## src/rtl/id_stage.sv

```systemverilog
// Decode stage: IF/ID register, 32x32 register file with write-first bypass,
// main decoder, load-use hazard unit and the ID/EX pipeline register.
module id_stage #(
  parameter int CNT_W = 16  // internal stall-counter width, zero-extended onto stall_cnt
) (
  input  logic        clk,
  input  logic        rst,
  input  logic [31:0] inst_in,
  input  logic        flush,
  input  logic        wb_we,
  input  logic [4:0]  wb_rd,
  input  logic [31:0] wb_data,
  output logic        PCWrite,
  output logic [8:0]  id_ex_ctrl,
  output logic [31:0] id_ex_rs_data,
  output logic [31:0] id_ex_rt_data,
  output logic [31:0] id_ex_imm,
  output logic [4:0]  id_ex_rs,
  output logic [4:0]  id_ex_rt,
  output logic [4:0]  id_ex_rd,
  output logic [15:0] stall_cnt
);

  typedef struct packed {
    logic [8:0]  ctrl;
    logic [31:0] rs_data;
    logic [31:0] rt_data;
    logic [31:0] imm;
    logic [4:0]  rs;
    logic [4:0]  rt;
    logic [4:0]  rd;
  } idex_t;

  logic [31:0]      ifid;
  idex_t            ex, ex_nxt;
  logic [31:0]      rf [32];
  logic [8:0]       ctrl;
  logic [31:0]      rs_val, rt_val;
  logic [4:0]       rs_a, rt_a;
  logic             hazard;
  logic [CNT_W-1:0] cnt;

  assign rs_a = ifid[25:21];
  assign rt_a = ifid[20:16];

  // All-zero word is a NOP even though its opcode field looks like R-type.
  always_comb begin
    ctrl = '0;
    if (ifid != '0) begin
      case (ifid[31:26])
        6'h00:   ctrl = 9'h10A;
        6'h23:   ctrl = 9'h1B0;
        6'h2B:   ctrl = 9'h050;
        6'h04:   ctrl = 9'h005;
        6'h08:   ctrl = 9'h110;
        default: ctrl = '0;
      endcase
    end
  end

  always_comb begin
    rs_val = '0;
    rt_val = '0;
    if (rs_a != '0) rs_val = (wb_we && wb_rd == rs_a) ? wb_data : rf[rs_a];
    if (rt_a != '0) rt_val = (wb_we && wb_rd == rt_a) ? wb_data : rf[rt_a];
  end

  // Only registered state feeds the hazard, so PCWrite never sees inst_in.
  assign hazard  = ex.ctrl[7] && (ex.rt != '0) && (ex.rt == rs_a || ex.rt == rt_a);
  assign PCWrite = ~hazard;

  always_comb begin
    ex_nxt.ctrl    = ctrl;
    ex_nxt.rs_data = rs_val;
    ex_nxt.rt_data = rt_val;
    ex_nxt.imm     = {{16{ifid[15]}}, ifid[15:0]};
    ex_nxt.rs      = rs_a;
    ex_nxt.rt      = rt_a;
    ex_nxt.rd      = ifid[15:11];
  end

  always_ff @(posedge clk or posedge rst) begin
    if (rst) begin
      for (int i = 0; i < 32; i++) rf[i] <= '0;
    end else if (wb_we && wb_rd != '0) begin
      rf[wb_rd] <= wb_data;
    end
  end

  always_ff @(posedge clk or posedge rst) begin
    if (rst) begin
      ifid <= '0;
      ex   <= '0;
      cnt  <= '0;
    end else begin
      ex <= hazard ? idex_t'('0) : ex_nxt;
      if (flush)        ifid <= '0;
      else if (!hazard) ifid <= inst_in;
      if (hazard && cnt != '1) cnt <= cnt + CNT_W'(1);
    end
  end

  assign id_ex_ctrl    = ex.ctrl;
  assign id_ex_rs_data = ex.rs_data;
  assign id_ex_rt_data = ex.rt_data;
  assign id_ex_imm     = ex.imm;
  assign id_ex_rs      = ex.rs;
  assign id_ex_rt      = ex.rt;
  assign id_ex_rd      = ex.rd;
  assign stall_cnt     = 16'(cnt);

endmodule

```

## config.mk

```make
export PLATFORM = sky130hd
export DESIGN_NAME = id_stage
export DESIGN_NICKNAME = d
export VERILOG_FILES = /design/src/rtl/id_stage.sv
export SDC_FILE = /design/constraint.sdc
export NUM_CORES = 2
export LEC_CHECK = 0
export ABC_AREA = 1
export BUFFER_PORTS_ARGS = -buffer_cell sky130_fd_sc_hd__clkbuf_2
export CORE_MARGIN = 10
export CORE_UTILIZATION = 30
export CTS_CLUSTER_SIZE = 28
export DETAILED_ROUTE_END_ITERATION = 8
export PLACE_DENSITY = 0.55
export RECOVER_POWER = 25
export SLEW_MARGIN = 10
export SYNTH_ARGS = -nofsm -noshare
export SYNTH_HDL_FRONTEND = slang
export SYNTH_SLANG_ARGS = --single-unit
```

## constraint.sdc

```tcl
create_clock -name clk -period 39.6 [get_ports clk]
set_clock_uncertainty 0.1 [all_clocks]
set_input_delay 5.94 -clock clk [delete_from_list [all_inputs] [get_ports clk]]
set_output_delay 5.94 -clock clk [all_outputs]
set_load 0.02 [all_outputs]
```

==> flow_metrics.py <==
metrics = {
    "sta": {
        "grt_setup_unrepaired": "false",
        "finalSetupTns_ns": 0,
        "whs_ns": 0.280,
        "tightest_slew_ns": 4.89,
        "min_period_ns": 12.81,
        "setup_violations": 0,
        "finalHoldViolations": 0,
        "setup_slack_ns": 26.79,
        "period_share_pct": 32.4,
        "clock.fmax_mhz": 78.0,
        "drv_slew": 735,
        "relSlewSlack_pct": -228,
    },
    "status": {
        "violations": "capacitance limit, slew limit",
        "status": "finished, violations left",
    },
    "floorplanning": {
        "num_rows": 170,
        "start_util_pct": 30.2,
        "ioPinCount": 210,
        "die_x_um": 485,
        "die-area_sq_um": 235000,
        "die_y_um": 485,
        "core_area_sq_um": 215000,
    },
    "drt": {
        "vias_per_cell": 5.37,
        "first_pass_iters": 9,
        "detail_route.wl_per_cell_um": 23.0,
        "routed_wl_um": 273000,
        "drc": 0,
        "vias": 63900,
        "drt_iter0_markers": 8151,
        "drtAntennaViolNets": 0,
    },
    "global_routing": {
        "grtUsageTotal_pct": 22.4,
        "overflow": 0,
        "grt_pass1_wl_um": 402000,
        "grt_pass1_vias": 60500,
        "antenna_found_initial": 23,
        "grt_max_degree": 163,
    },
    "setup_path": {
        "path_class": "in -> async",
        "path_delay_family": "buffers and inverters",
        "path_cells": "clkbuf_2 > clkinvlp_2 > clkbuf_1 > buf_4 > buf_4",
        "critPathLaunchType": "input pin",
        "worstPathMaxFanout": 103,
        "crit_top_cell": "buf_4",
        "max_stage_delay_ns": 2.68,
        "required_ns": 40.28,
        "cpMaxStageDelayCell": "clkinvlp_2",
        "arrival_ns": 13.50,
        "end_kind": "asynchronous set/reset pin",
        "critPathBufInv": 5,
    },
    "yosys": {
        "yosys_most_used_dff": "dfrtp_1",
        "ys_warn_count": 0,
        "synth_fp_nets": 9400,
        "synthesis.area_sq_um": 64900,
        "syn_inst": 9326,
        "synthDistinctLibCells": 30,
        "ys_ff_latch": 1168,
        "syn_area_per_cell_sq_um": 6.96,
        "synth_edf_count": 0,
        "yosysSeqAreaShare_pct": 45.0,
        "async_reset_ff_share_pct": 100,
    },
    "placed_design": {
        "place_ws_ns": 29.97,
        "dp_hpwl_um": 145000,
        "dp_cells": 11700,
        "numPortBuffers": 209,
        "dpl_cell_area_sq_um": 67400,
        "gp_congestion": 0.835,
    },
    "flow_run": {
        "cap_violations": 20,
    },
    "cells_and_area": {
        "fill_cells": 23000,
        "drive_gt1_share_pct": 6.02,
        "final_area_sq_um": 71500,
        "syn2layout_area_growth_pct": 10.1,
        "nets": 9032,
        "final_cells": 11900,
    },
    "hold_path": {
        "hold_path_class": "reg -> reg",
    },
    "clocking": {
        "cts-root-buf": "clkbuf_16",
        "cts-resized-gates": 0,
        "cts_tree": "built",
        "clk_path_buf_depth": 3,
        "postCtsSetupBuffers": 0,
        "cts_buffers": 132,
        "hold_buffers": 0,
        "htreeDepth": 4,
        "clk_latency_ns": 0.81,
        "clk_pin_slew_worst_paths_ns": 0.06,
        "clock_sinks": 1168,
    },
    "pwr": {
        "p_per_area_nw_per_um2": 48.5,
        "vdd_drop_max_uv": 39.0,
        "p_leak_nw": 34.5,
    },
}
[sequential cells by signal, summed over array words and instances, names as in the netlist]
name and cells:
ifid 32, id_ex_rt 5, rf 1024, id_ex_rt_data 32, id_ex_rd 4, id_ex_rs 5
id_ex_rs_data 32, stall_cnt 16, id_ex_imm 12, id_ex_ctrl 6
[cells in the mapped netlist (all sizes together) (30+ instances only)]
master / n / area share, %
o211ai: 198 / 2.3
clkbuf: 591 / 3.4
or2: 30 / 0.29
a21oi: 167 / 1.3
nor2: 245 / 1.4
buf: 237 / 1.8
o21ai: 1194 / 9.2
nand3: 1523 / 12
dfrtp: 1168 / 45
inv: 941 / 5.4
nand2: 2941 / 17
nand4: 35 / 0.34
[worst paths after layout]
path | from | endpoint | slack [ns] | cells after the start
hold reg to reg | rf[1015] | rf[1015] | 0.28 | 0
min in group asynchronous | rst | rf[52] | 6.54 | 2
setup reg to reg | ifid[25] | id_ex_rs_data[1] | 31.42 | 7
max in group clk | wb_we | rf[543] | 29.49 | 7
hold / removal | rf[1015] | rf[1015] | 0.28 | 0
setup / recovery | rst | rf[736] | 26.79 | 5
[report_power, final]
| part | leakage (nW) | total, mW | switching [mW] | internal [mW] |
|---|---|---|---|---|
| combinational | 17.4 | 0.705 | 0.478 | 0.227 |
| sequential | 15.0 | 1.53 | 0.128 | 1.40 |
| clock | 2.08 | 1.24 | 0.531 | 0.707 |
[cells in the final DEF, fill, tap and decap left out, types with 96 or more instances in the layout]
| cell | n |
|---|---|
| o211ai_1 | 198 |
| nand2_1 | 2918 |
| nand3_1 | 1521 |
| a21oi_1 | 165 |
| o21ai_0 | 1182 |
| clkbuf_2 | 163 |
| nor2_1 | 241 |
| buf_4 | 96 |
| dfrtp_1 | 1159 |
| clkbuf_16 | 134 |
| inv_1 | 930 |
[through the flow]
stage               power [mW]  utilization, %
finish                    3.47            33.3
global route              3.66            33.3
CTS                       3.48            33.4
detailed placement        2.24            31.4
global placement          2.22            31.4
floorplan                 2.03               -
[routing by layer]
| metal | GRT usage [%] | routed length, um | vias up |
|---|---|---|---|
| met5 | 0 | 57 | - |
| met4 | 13.9 | 19300 | 8 |
| met3 | 3.62 | 23100 | 833 |
| met2 | 36.1 | 123000 | 3355 |
| met1 | 28.0 | 108000 | 30600 |
| li1 | - | - | 29100 |
[worst register-to-register path: stages, from the launching register on]
cell and delay, ns:
dfrtp_1 1.48, clkbuf_1 2.27, o21ai_0 0.69, a21oi_4 0.30, clkbuf_1 2.52, nand4_1 0.42
nand3_1 0.22, a21oi_1 0.06
[layout make-up]
type	instances	area [sq um]	area share [%]
well taps	2838	3550	4.97
multi-input cells	6386	28900	40.4
clock buffers	194	3850	5.38
flip-flops and latches	1168	29300	40.9
repair buffers	326	1920	2.68
inverters	944	3590	5.02
diodes	15	37.5	0.0525
clock inverters	34	380	0.532
[cell families after synthesis]
kind of cell               after synthesis  synth area share (%)
and+or+nand+nor                       4798                  31.1
DFF                                   1168                  45.0
buffers and inverters                 1772                  10.7
adders and majority gates                1                0.0193
AOI/OAI and AO/OA                     1564                  12.9
xor gates and xnor gates                23                 0.310
Power figures use the tool's default switching activity.
